### src/rtl/jk_mod_counter_pkg.sv
// Shared constants for the modulo-N JK counter: default width and modulus,
// plus the per-bit cell control encoding used by the next-state decode.
package jk_mod_counter_pkg;

   localparam int DEF_WIDTH = 4;
   localparam int DEF_MOD   = 10;

   // What a single JK cell should do on the coming edge.
   typedef enum logic [1:0] {
      CELL_HOLD   = 2'b00,
      CELL_TOGGLE = 2'b01,
      CELL_SET    = 2'b10,
      CELL_CLEAR  = 2'b11
   } cell_ctl_e;

endpackage

### src/rtl/jk_mod_counter_jk_cell.sv
// One JK flip-flop with synchronous active-high reset to 0.
// Ports: clk, rst, j, k (inputs); q, qb (state and its complement).
module jk_cell (
   input  logic clk,
   input  logic rst,
   input  logic j,
   input  logic k,
   output logic q,
   output logic qb
);

   always_ff @(posedge clk) begin
      if (rst) begin
         q <= 1'b0;
      end else begin
         case ({j, k})
            2'b00:   q <= q;
            2'b01:   q <= 1'b0;
            2'b10:   q <= 1'b1;
            default: q <= ~q;
         endcase
      end
   end

   assign qb = ~q;

endmodule

### src/rtl/jk_mod_counter.sv
// Up/down modulo-MOD counter built from WIDTH JK cells, with parallel load,
// combinational terminal count (tc) and a registered wrap pulse.
// Ports: clk, rst (sync, active-high), en, up, load, din[WIDTH] in;
//        q[WIDTH], tc, wrap out.
module jk_mod_counter
   import jk_mod_counter_pkg::*;
#(
   parameter int WIDTH = DEF_WIDTH,
   parameter int MOD   = DEF_MOD
) (
   input  logic             clk,
   input  logic             rst,
   input  logic             en,
   input  logic             up,
   input  logic             load,
   input  logic [WIDTH-1:0] din,
   output logic [WIDTH-1:0] q,
   output logic             tc,
   output logic             wrap
);

   localparam logic [WIDTH-1:0] MAX = WIDTH'(MOD - 1);

   logic [WIDTH-1:0] qb;
   logic [WIDTH-1:0] nxt;
   logic [WIDTH-1:0] ld_val;
   logic [WIDTH-1:0] j;
   logic [WIDTH-1:0] k;
   logic             zero;
   logic             at_max;
   logic             over;
   cell_ctl_e        ctl [WIDTH];

   assign zero   = &qb;
   assign at_max = (q == MAX);
   assign over   = (q > MAX);
   assign ld_val = (din > MAX) ? MAX : din;

   // Count target; an out-of-range state collapses to 0 in either direction.
   always_comb begin
      nxt = q;
      if (over) begin
         nxt = '0;
      end else if (up) begin
         nxt = at_max ? '0 : q + 1'b1;
      end else begin
         nxt = zero ? MAX : q - 1'b1;
      end
   end

   // Counting is done by toggling exactly the bits that differ from the target.
   always_comb begin
      for (int i = 0; i < WIDTH; i++) begin
         ctl[i] = CELL_HOLD;
         if (load) begin
            ctl[i] = ld_val[i] ? CELL_SET : CELL_CLEAR;
         end else if (en && (nxt[i] != q[i])) begin
            ctl[i] = CELL_TOGGLE;
         end
      end
   end

   always_comb begin
      j = '0;
      k = '0;
      for (int i = 0; i < WIDTH; i++) begin
         case (ctl[i])
            CELL_TOGGLE: begin
               j[i] = 1'b1;
               k[i] = 1'b1;
            end
            CELL_SET: begin
               j[i] = 1'b1;
               k[i] = 1'b0;
            end
            CELL_CLEAR: begin
               j[i] = 1'b0;
               k[i] = 1'b1;
            end
            default: begin
               j[i] = 1'b0;
               k[i] = 1'b0;
            end
         endcase
      end
   end

   for (genvar i = 0; i < WIDTH; i++) begin : g_cell
      jk_cell u_cell (
         .clk (clk),
         .rst (rst),
         .j   (j[i]),
         .k   (k[i]),
         .q   (q[i]),
         .qb  (qb[i])
      );
   end

   // Gated by rst so the reset state (q=0) cannot look like a down-count end.
   assign tc = ~rst & en & ~load & ((up & at_max) | (~up & zero));

   always_ff @(posedge clk) begin
      if (rst) begin
         wrap <= 1'b0;
      end else begin
         wrap <= tc;
      end
   end

endmodule

### config.mk
export PLATFORM = sky130hd
export DESIGN_NAME = jk_mod_counter
export DESIGN_NICKNAME = d
export VERILOG_FILES = /design/src/rtl/jk_mod_counter_pkg.sv /design/src/rtl/jk_mod_counter_jk_cell.sv /design/src/rtl/jk_mod_counter.sv
export SDC_FILE = /design/constraint.sdc
export NUM_CORES = 1
export LEC_CHECK = 0
export ABC_AREA = 1
export BUFFER_PORTS_ARGS = -buffer_cell sky130_fd_sc_hd__buf_2
export CAP_MARGIN = 30
export CELL_PAD_IN_SITES_DETAIL_PLACEMENT = 2
export CELL_PAD_IN_SITES_GLOBAL_PLACEMENT = 2
export CORE_MARGIN = 2
export CORE_UTILIZATION = 31
export CTS_BUF_LIST = sky130_fd_sc_hd__clkbuf_8
export DETAILED_ROUTE_END_ITERATION = 16
export HOLD_SLACK_MARGIN = 0.06
export PLACE_DENSITY_LB_ADDON = 0.1
export SYNTH_ARGS = -nofsm -noshare
export SYNTH_HDL_FRONTEND = slang
export SYNTH_HIERARCHICAL = 1
export SYNTH_SLANG_ARGS = --single-unit
### constraint.sdc
create_clock -name clk -period 4.4 [get_ports clk]
set_input_delay 0.66 -clock clk [delete_from_list [all_inputs] [get_ports clk]]
set_output_delay 0.66 -clock clk [all_outputs]
set_load 0.02 [all_outputs]
==> results of run 1 <==
## metal layers
layer,global-route usage [%],up-vias,part of all wire (%)
met2,35.3,11,54
met4,5.00,0,0.92
met3,3.28,2,1.7
li1,-,423,-
met5,0,-,0
met1,21.5,394,44
## logic make-up (layout without fill, tap and decap cells)
kind of cell,count (synthesis),after routing,share of synthesized area (%)
flip-flops,5,5,12.8
buffers and inverters,27,44,12.9
AO/OA/AOI/OAI,7,7,6.23
adder cells (fa/ha/maj),12,12,19.2
multiplexers,1,1,1.28
AND/OR/NAND/NOR,77,77,47.6
## final cells by class
cell class,count,area (um2)
well taps,30,37.5
clock buffers,3,41.3
inverters,26,97.6
repair buffers,14,70.1
multi-input cells,97,582
clock inverters,1,3.75
flip-flops and latches,5,100
fillers,317,1500
## where the power goes
| part | internal, uW | switching (uW) |
|---|---|---|
| sequential | 54.6 | 20.2 |
| combinational | 72.7 | 134 |
| clock | 59.9 | 23.4 |
## flip-flops by register name (all words and copies together), names as in the netlist
register / cells
wrap: 1
g_cell.u_cell/q: 4
## tightest hold or removal path, delay by kind of cell, from the launching register on
family | cells | cell delay [ns]
compound gates | 1 | 0.17
flops | 1 | 0.37
simple gates | 1 | 0.05
## path summary, 6_finish.rpt
| path | endpoint | slack (ns) | cells after the start |
|---|---|---|---|
| min | g_cell[2].u_cell/q | 0.64 | 2 |
| max reg2reg | g_cell[1].u_cell/q | 2.02 | 15 |
| min reg2reg | g_cell[2].u_cell/q | 0.64 | 2 |
| max | g_cell[1].u_cell/q | 2.02 | 15 |
## cell usage after synthesis
cell type,instances
inv_1,22
nand3_2,4
o21ai_0,1
o21ai_2,1
ha_1,12
nand2_2,6
nand2_1,37
dfxtp_1,5
o21ai_1,1
nor2_8,1
nand4_1,1
mux2i_1,1
o21bai_1,4
nand3_1,8
nor2_1,18
inv_2,4
nor2_4,1
clkbuf_1,1
nand2_4,1
## per-stage QoR
stage	utilization [%]	std cells	area [um2]	hold slack [ns]
after floorplan	-	129	783	0.644
after global placement	36.5	172	887	0.600
after detailed placement	36.5	172	887	0.635
after CTS	38.3	176	932	0.639
after global routing	38.3	176	932	0.683
final	38.3	176	932	0.640
==> results_dict.tcl, run 1 <==
set metrics [dict create \
    setup-tns-final_ns 0 \
    rows 18 \
    fin_nets 168 \
    arrival_ns 2.49 \
    cts.sinks 5 \
    grt_pass1_vias 834 \
    setup_ws_ns 2.02 \
    h-tree-depth 1 \
    startpoint_type "flip-flop" \
    end_kind "flip-flop" \
    grt_pass1_wl_mm 3.86 \
    firstDrtPassIters 4 \
    startpoint "g_cell[0].u_cell/q" \
    fin_skew_ns 0.00337 \
    dp_hpwl_mm 2.05 \
    pre_cts_ws_ns 2.05 \
    synth_cell_types 19 \
    setup.worst_path.class "reg -> reg" \
    clk_latency_ns 0.22 \
    status "finished clean" \
    yosys-top-cells-area "ha_1, nand2_1, dfxtp_1" \
    antenna_found_initial 0 \
    cp.required_ns 4.51 \
    cts_buffer_depth 2 \
    grtUsageTotal_pct 18.8 \
    period_share_pct 54.1 \
    die_y_um 54.3 \
    final_cell_mix "nand2_1, inv_1, nor2_1" \
    total_power_uw 365 \
    max-vdd-ir-drop_mv 0.177 \
    fmax_ghz 0.420 \
    yosysWarnings 6 \
    path_delay_family "simple AND/OR/NAND/NOR gates" \
    r2r-start "g_cell[0].u_cell/q" \
    synthToLayoutAreaGrowth_pct 19.0 \
    crit_path_max_incr_delay_ns 0.51 \
    viasPerCell 4.72 \
    cts_buffers 3 \
    cp_max_fo 9 \
    synth_area_per_cell_um2 6.07 \
    final_common_cell "nand2_1" \
    die_area_um2 2940 \
    gr-total-overflow 0 \
    drive_gt1_share_pct 24.0 \
    drt_iter0_drc 3 \
    initial_core_util_pct 32.2 \
    finalSetupViolCount 0 \
    synthCells 129 \
    worst-path-buf-inv 2 \
    die_w_um 54.3 \
    io_pins 15 \
    hold_path_class "reg -> reg" \
    synth_nets 150 \
    worstMarginPinSlew_ns 0.341 \
    critPathMostFrequentCell "nand2_1" \
    cts.clk_slew.worst_paths_ns 0.04 \
    post_cts_buffers 0 \
    synth.top_cell.area_share_pct 19.2 \
    hold_viol_final 0 \
    post-synth-top-area-cell "ha_1" \
    grt_setup_unrepaired "false" \
    layout_min_cycle_time_ns 2.38 \
    wl_per_cell_um 13.6 \
    min_from "g_cell[2].u_cell/q" \
    grt_max_degree 10 \
    cts_tree "yes" \
    vias 830 \
    ys_ff_latch 5 \
    ys_seq_area_share_pct 12.8 \
    max-slew-margin-rel_pct 77.3 \
    ctsResizeCount 0 \
    ant_nets 0 \
    slew_violations 0 \
    crit_chain "inv_1 > ha_1 > nand2_1 > nand2_1 > nor2_1 > nand2_1 > nand2_1 > nand3_1 > nand2_1 > inv_1 > ha_1 > nand2_1 > nand2_1 > nor2_1 > nor2_1" \
    p_per_area_nw_per_um2 391 \
    gp_congestion 0.760 \
    antenna_cells 0 \
    io_buffers 14 \
    maxCapViolations 0 \
    routed_wl_mm 2.40 \
    root_buffer "clkbuf_8" \
    synth_area_um2 783 \
    coreArea_um2 2430 \
    ctsHoldBuffers 0 \
    drc_errors 0 \
    crit_slowest_cell "dfxtp_1" \
    leakage_uw 0.000565 \
]
(Power assumes the default switching activity.)
==> run 2, diff against run 1 <==
--- a/config.mk
+++ b/config.mk
@@ -5,13 +5,13 @@
 export SDC_FILE = /design/constraint.sdc
 export NUM_CORES = 1
 export LEC_CHECK = 0
-export ABC_AREA = 1
+export ABC_AREA = 0
 export BUFFER_PORTS_ARGS = -buffer_cell sky130_fd_sc_hd__buf_2
 export CAP_MARGIN = 30
 export CELL_PAD_IN_SITES_DETAIL_PLACEMENT = 2
 export CELL_PAD_IN_SITES_GLOBAL_PLACEMENT = 2
 export CORE_MARGIN = 2
-export CORE_UTILIZATION = 31
+export CORE_UTILIZATION = 33
 export CTS_BUF_LIST = sky130_fd_sc_hd__clkbuf_8
 export DETAILED_ROUTE_END_ITERATION = 16
 export HOLD_SLACK_MARGIN = 0.06
==> constraint.sdc (replaced) <==
create_clock -name clk -period 2.2 [get_ports clk]
set_input_delay 0.33 -clock clk [delete_from_list [all_inputs] [get_ports clk]]
set_output_delay 0.33 -clock clk [all_outputs]
set_load 0.02 [all_outputs]
==> run 2 against run 1 <==
Compared with the run above:
- the flow now stops in 5_1_grt
- synthesized cell count is 22% lower
- synthesized area is 1.1% higher
==> results_dict.tcl, run 2 <==
set metrics [dict create \
    antenna_found_initial 0 \
    cts_buffer_depth 2 \
    async_reset_ff_share_pct 0 \
    grt_max_degree 10 \
    synth_nets 121 \
    h-tree-depth 1 \
    synth_area_per_cell_um2 7.92 \
    stop_stage "5_1_grt" \
    root_buffer "clkbuf_8" \
    yosysMostFrequentCell "inv_1" \
    yosys-top-cells-area "ha_1, dfxtp_1, inv_1" \
    yosysWarnings 6 \
    synth_top_cells_by_count "inv_1, ha_1, nand2_1" \
    ctsHoldBuffers 0 \
    io_pins 15 \
    worstEpCategory "sequential cell input" \
    initial_core_util_pct 35.5 \
    io_buffers 14 \
    synth_area_um2 792 \
    gp_congestion 0.816 \
    ys_seq_area_share_pct 12.6 \
    synth.top_cell.area_share_pct 19.0 \
    cts_buffers 3 \
    die_w_um 53.0 \
    die_y_um 53.0 \
    dp_hpwl_mm 2.33 \
    post-synth-top-area-cell "ha_1" \
    ys_ff_latch 5 \
    rows 17 \
    synth_cell_types 39 \
    synth_edf_count 0 \
    synthCells 100 \
    crit_endpoint "g_cell[1].u_cell/q$_SDFFE_PP0P_/D" \
    status "aborted with a tool error" \
    toolErrorMsg "[ERROR DPL-0033] detailed placement checks failed during check placement." \
    synth_ff_type "dfxtp_1" \
    place_inst 160 \
    cts.sinks 5 \
]
-- run 2: what timing repair did --
action | in CTS
pin swaps | 18
buffers inserted | 6
setup endpoints to repair | 4
resized for setup | 21
-- run 2: kinds of logic after synthesis --
kind of cell	count (synthesis)	share of synthesized area, %
AOI/OAI and AO/OA	27	26.7
DFF	5	12.6
muxes	1	1.26
adders and majority gates	12	19.0
buffers and inverters	17	10.6
and+or+nand+nor	38	29.9
-- run 2: per-stage QoR --
step | area (um2) | util, % | hold slack, ns | setup WS [ns]
floorplan | 802 | - | 0.390 | -0.0381
global placement | 1040 | 46.7 | 0.611 | -0.0709
detailed placement | 1040 | 46.7 | 0.615 | -0.149
CTS | 1250 | 56.1 | 0.384 | -0.0778
==> run 3, diff against run 2 <==
--- a/config.mk
+++ b/config.mk
@@ -8,14 +8,10 @@
 export ABC_AREA = 0
 export BUFFER_PORTS_ARGS = -buffer_cell sky130_fd_sc_hd__buf_2
 export CAP_MARGIN = 30
-export CELL_PAD_IN_SITES_DETAIL_PLACEMENT = 2
-export CELL_PAD_IN_SITES_GLOBAL_PLACEMENT = 2
 export CORE_MARGIN = 2
-export CORE_UTILIZATION = 33
-export CTS_BUF_LIST = sky130_fd_sc_hd__clkbuf_8
+export CORE_UTILIZATION = 20
 export DETAILED_ROUTE_END_ITERATION = 16
-export HOLD_SLACK_MARGIN = 0.06
-export PLACE_DENSITY_LB_ADDON = 0.1
+export PLACE_DENSITY_LB_ADDON = 0.15
 export SYNTH_ARGS = -nofsm -noshare
 export SYNTH_HDL_FRONTEND = slang
 export SYNTH_HIERARCHICAL = 1
==> run 3 against run 2 <==
Compared with the run above:
- synthesized area unchanged
- synthesized cell count unchanged
- the flow now finishes, with violations (negative setup slack)
==> results_dict.tcl, run 3 <==
set metrics [dict create \
    synth_cell_types 39 \
    final_cell_mix "buf_4, buf_2, nand2_1, inv_1, ha_1" \
    drc_errors 0 \
    grtUsageTotal_pct 12.5 \
    crit_path_max_incr_delay_ns 0.36 \
    dp_hpwl_mm 1.90 \
    hold_path_class "in -> reg" \
    grt_pass1_wl_mm 4.09 \
    io_pins 15 \
    antenna_cells 0 \
    largest_register "g_cell.u_cell/q" \
    die_w_um 66.9 \
    max-vdd-ir-drop_mv 0.433 \
    ys_seq_area_share_pct 12.6 \
    cts_buffer_depth 2 \
    die_area_um2 4480 \
    setup-tns-final_ns -0.0667 \
    io_buffers 14 \
    coreArea_um2 3740 \
    fmax_ghz 0.446 \
    finalSetupViolCount 2 \
    reg2regPathDepth 10 \
    async_reset_ff_share_pct 0 \
    yosysWarnings 6 \
    gr-total-overflow 0 \
    synth_top_cells_by_count "inv_1, ha_1, nand2_1" \
    drive_gt1_share_pct 51.7 \
    reg2reg_slack_ns -0.04 \
    endpoint "g_cell[0].u_cell/q" \
    fin_skew_ns 0.00192 \
    h-tree-depth 1 \
    hold_viol_final 0 \
    cts.clk_slew.worst_paths_ns 0.04 \
    final_common_cell "buf_4" \
    synthToLayoutAreaGrowth_pct 65.7 \
    cp_max_fo 4 \
    synth_ff_type "dfxtp_1" \
    pre_cts_ws_ns -0.112 \
    clk_latency_ns 0.22 \
    viasPerCell 4.62 \
    p_per_area_nw_per_um2 966 \
    crit_slowest_cell "dfxtp_4" \
    drt_iter0_drc 12 \
    cts_buffers 3 \
    firstDrtPassIters 4 \
    reg.largest.list "g_cell.u_cell/q (4), wrap (1)" \
    layout_min_cycle_time_ns 2.24 \
    synth_area_per_cell_um2 7.92 \
    period_share_pct 102 \
    violations "negative setup slack" \
    cts_tree "yes" \
    grt_pass1_vias 906 \
    reg2reg_to "g_cell[0].u_cell/q" \
    ys_ff_latch 5 \
    slew_violations 0 \
    setup_ws_ns -0.0413 \
    r2r-start "g_cell[1].u_cell/q" \
    cp.required_ns 2.34 \
    yosys-top-cells-area "ha_1, dfxtp_1, inv_1" \
    post-synth-top-area-cell "ha_1" \
    yosysMostFrequentCell "inv_1" \
    grt_max_degree 14 \
    ant_nets 0 \
    vias 891 \
    synth_edf_count 0 \
    rows 22 \
    synth.top_cell.area_share_pct 19.0 \
    fillCellCount 397 \
    root_buffer "clkbuf_8" \
    cts.sinks 5 \
    die_y_um 66.9 \
    synthCells 100 \
    setup.worst_path.class "reg -> reg" \
    initial_core_util_pct 21.2 \
    end_kind "flip-flop" \
    arrival_ns 2.38 \
    startpoint_type "flip-flop" \
    status "complete, but fails checks" \
    max-slew-margin-rel_pct 82.6 \
    startpoint "g_cell[1].u_cell/q" \
    routed_wl_mm 2.56 \
    wl_per_cell_um 13.3 \
    leakage_uw 0.000577 \
    maxCapViolations 0 \
    crit_chain "inv_4 > ha_4 > nand2b_4 > a21o_4 > a31o_1 > o21ai_2 > inv_1 > ha_1 > or3_1 > a31oi_1" \
    grt_setup_unrepaired "true" \
    largest_register_ffs 4 \
    synth_nets 121 \
    gp_congestion 0.847 \
    synth_area_um2 792 \
    fin_nets 167 \
    antenna_found_initial 0 \
    worstMarginPinSlew_ns 0.257 \
]
==> run 3: power by group <==
group | leakage, uW | total (uW) | internal [uW] | switching (uW)
clock | 0.0000228 | 175 | 125 | 50.5
combinational | 0.000512 | 938 | 470 | 468
sequential | 0.0000424 | 154 | 123 | 30.7
total | 0.000577 | 1270 | 718 | 549
==> run 3: metrics by stage <==
step	cell area [um2]	power, uW	cells	utilization [%]	hold WS, ns
final	1310	1270	193	35.1	0.384
after global placement	1060	827	181	28.4	0.619
after floorplan	802	584	100	-	0.390
after detailed placement	1060	839	181	28.4	0.626
after CTS	1220	1140	188	32.5	0.388
after global routing	1310	1380	193	35.1	0.399
==> run 3: logic make-up after synthesis <==
logic type,count (synthesis),share of synthesized area [%]
buffers and inverters,17,10.6
flip-flops,5,12.6
adder cells (fa/ha/maj),12,19.0
AO/OA/AOI/OAI,27,26.7
multiplexers,1,1.26
AND/OR/NAND/NOR,38,29.9
==> run 3: worst min-delay path by stage <==
| stage | startpoint | cells past startpoint | to | slack, ns |
|---|---|---|---|---|
| 6_report | rst | 2 | g_cell[1].u_cell/q | 0.38 |
| 4_1_cts | rst | 2 | g_cell[1].u_cell/q | 0.39 |
| 3_5_place_dp | rst | 2 | g_cell[1].u_cell/q | 0.63 |
| 2_1_floorplan | rst | 1 | g_cell[0].u_cell/q | 0.39 |
| 3_3_place_gp | rst | 2 | g_cell[0].u_cell/q | 0.62 |
| 5_1_grt | rst | 2 | g_cell[0].u_cell/q | 0.40 |
==> run 3: area by class of cell <==
type                            instances  area (um2)  share of cell area [%]
Clock buffer                            4        45.0                    3.43
Inverter                               15        63.8                    4.86
Multi-Input combinational cell         78         748                    57.0
Sequential cell                         5         108                    8.20
Tap cell                               48        60.1                    4.58
Timing Repair Buffer                   43         288                    21.9
==> run 3: routing by layer <==
layer  vias up  GRT usage [%]  part of all wire, %
met4         0           3.06                  1.5
met3         4           4.56                  4.6
li1        454              -                    -
met1       417           13.7                   41
met2        16           22.6                   53
met5         -              0                    0
==> run 3: repair_timing <==
item / 4_1_cts / 5_1_grt
hold buffers: 0 / 0
buffers inserted: 3 / 5
endpoints found under the setup margin: 4 / 4
pin swaps: 13 / 18
resized for setup: 16 / 13
==> run 3: worst max-delay path: cells and delay by family (launching register included) <==
family | cells | cell delay, ns
adders and majority gates | 2 | 0.45
and+or+nand+nor | 2 | 0.47
AOI/OAI and AO/OA | 4 | 0.76
buffers and inverters | 2 | 0.11
DFF | 1 | 0.36
==> run 4, diff against run 3 <==
--- a/config.mk
+++ b/config.mk
@@ -12,6 +12,8 @@
 export CORE_UTILIZATION = 20
 export DETAILED_ROUTE_END_ITERATION = 16
 export PLACE_DENSITY_LB_ADDON = 0.15
+export RECOVER_POWER = 100
+export REMOVE_ABC_BUFFERS = 1
 export SYNTH_ARGS = -nofsm -noshare
 export SYNTH_HDL_FRONTEND = slang
 export SYNTH_HIERARCHICAL = 1
==> run 4 against run 3 <==
Compared with the run above:
- the flow still finishes with violations (negative setup slack)
- combinational power about the same
- core utilization down 0.23 points
- die area unchanged
- non-clock buffer count down 2
- critical endpoint is now g_cell[3].u_cell/q
==> results_dict.tcl, run 4 (synthesis results as in run 3) <==
set metrics [dict create \
    cts_buffers 3 \
    firstDrtPassIters 4 \
    final_cell_mix "buf_4, buf_2, inv_1, ha_1, nand2_1" \
    min_from "rst" \
    fin_skew_ns 0.00359 \
    crit_slowest_cell "or3_1" \
    cp.required_ns 2.35 \
    rows 22 \
    ctsHoldBuffers 0 \
    hold_path_class "in -> reg" \
    reg2reg_to "g_cell[3].u_cell/q" \
    setup_ws_ns -0.0389 \
    layout_min_cycle_time_ns 2.24 \
    gp_congestion 0.777 \
    grt_pass1_wl_mm 4.09 \
    setup.worst_path.class "reg -> reg" \
    fillCellCount 410 \
    clk_latency_ns 0.23 \
    grtUsageTotal_pct 12.4 \
    cts_tree "yes" \
    slew_violations 0 \
    largest_register "g_cell.u_cell/q" \
    io_pins 15 \
    io_buffers 14 \
    maxCapViolations 0 \
    reg2regPathDepth 10 \
    antenna_found_initial 0 \
    startpoint_type "flip-flop" \
    fin_nets 165 \
    crit_chain "buf_6 > inv_4 > nand4_4 > or3_1 > a31oi_2 > or2_1 > inv_2 > ha_4 > or3_1 > a31oi_1" \
    vias 897 \
    violations "negative setup slack" \
    finalSetupViolCount 1 \
    largest_register_ffs 4 \
    fmax_ghz 0.447 \
    root_buffer "clkbuf_8" \
    max-slew-margin-rel_pct 81.5 \
    hold_viol_final 0 \
    end_kind "flip-flop" \
    antenna_cells 0 \
    die_y_um 66.9 \
    synthToLayoutAreaGrowth_pct 64.6 \
    coreArea_um2 3740 \
    grt_pass1_vias 871 \
    worstMarginPinSlew_ns 0.274 \
    critPathMostFrequentCell "or3_1" \
    ant_nets 0 \
    reg.largest.list "g_cell.u_cell/q (4), wrap (1)" \
    routed_wl_mm 2.41 \
    gr-total-overflow 0 \
    worstHoldEndpoint "g_cell[0].u_cell/q" \
    drive_gt1_share_pct 49.7 \
    fin_util_pct 34.8 \
    initial_core_util_pct 21.2 \
    p_per_area_nw_per_um2 976 \
    h-tree-depth 1 \
    grt_max_degree 14 \
    holdPathStages 2 \
    leakage_uw 0.000576 \
    drc_errors 0 \
    reg2reg_slack_ns -0.04 \
    cts_buffer_depth 2 \
    final_common_cell "buf_4" \
    r2r-start "g_cell[0].u_cell/q" \
    die_w_um 66.9 \
    max-vdd-ir-drop_mv 0.297 \
    worst-path-buf-inv 3 \
    crit_path_max_incr_delay_ns 0.38 \
    period_share_pct 102 \
    viasPerCell 4.70 \
    whs_ns 0.386 \
    path_delay_family "simple AND/OR/NAND/NOR gates" \
    arrival_ns 2.39 \
    drt_iter0_drc 22 \
    wl_per_cell_um 12.6 \
    cp_max_fo 5 \
    die_area_um2 4480 \
    grt_setup_unrepaired "true" \
    cts.sinks 5 \
    cts.clk_slew.worst_paths_ns 0.04 \
    dp_hpwl_mm 1.85 \
    status "complete, but fails checks" \
]
[run 4: cell count changes in the layout (fill, tap and decap cells not counted), moves of 2 or more]
cell	change
buf_6	+3
buf_4	-6
ha_1	+2
a31oi_2	+2
ha_4	-2
[run 4: final cells by class]
class	count	area [um2]	area share, %
clock buffers	4	45.0	3.45
multi-input cells	78	737	56.5
repair buffers	41	290	22.3
flip-flops and latches	5	108	8.25
well taps	48	60.1	4.61
inverters	15	63.8	4.89
[run 4: stage by stage]
step	setup TNS (ns)	instances	area [um2]	power (uW)	setup slack, ns
floorplan	-0.962	98	764	546	-0.351
global placement	-0.292	182	1060	834	-0.112
detailed placement	-0.480	182	1060	845	-0.149
CTS	-0.0274	189	1260	1210	-0.0164
global route	-0.566	191	1300	1380	-0.155
finish	-0.0389	191	1300	1270	-0.0389
[run 4: power breakdown]
part,internal (uW),switching [uW],total [uW]
sequential,123,28.8,152
combinational,479,457,936
clock,126,58.0,184
[run 4: worst max path at each step]
stage                       startpoint                 end  slack [ns]  cells past startpoint
detailed placement  g_cell[0].u_cell/q  g_cell[3].u_cell/q       -0.15                     10
floorplan           g_cell[1].u_cell/q  g_cell[0].u_cell/q       -0.35                     10
finish              g_cell[0].u_cell/q  g_cell[3].u_cell/q       -0.04                     10
global route        g_cell[0].u_cell/q  g_cell[3].u_cell/q       -0.16                     10
CTS                 g_cell[1].u_cell/q  g_cell[3].u_cell/q       -0.02                     10
global placement    g_cell[0].u_cell/q  g_cell[1].u_cell/q       -0.11                     10
[run 4: per-layer routing]
| metal | vias up | track usage, % | part of all wire [%] |
|---|---|---|---|
| li1 | 454 | - | - |
| met1 | 416 | 16.5 | 49 |
| met2 | 24 | 18.6 | 44 |
| met3 | 3 | 3.72 | 5.8 |
| met4 | 0 | 4.34 | 0.95 |
| met5 | - | 0 | 0 |
[run 4: what timing repair did]
action / 4_1_cts / 5_1_grt
buffers inserted: 3 / 2
gates resized for setup: 30 / 6
cloned: 0 / 0
endpoints found under the setup margin: 4 / 4
pin swaps: 21 / 2
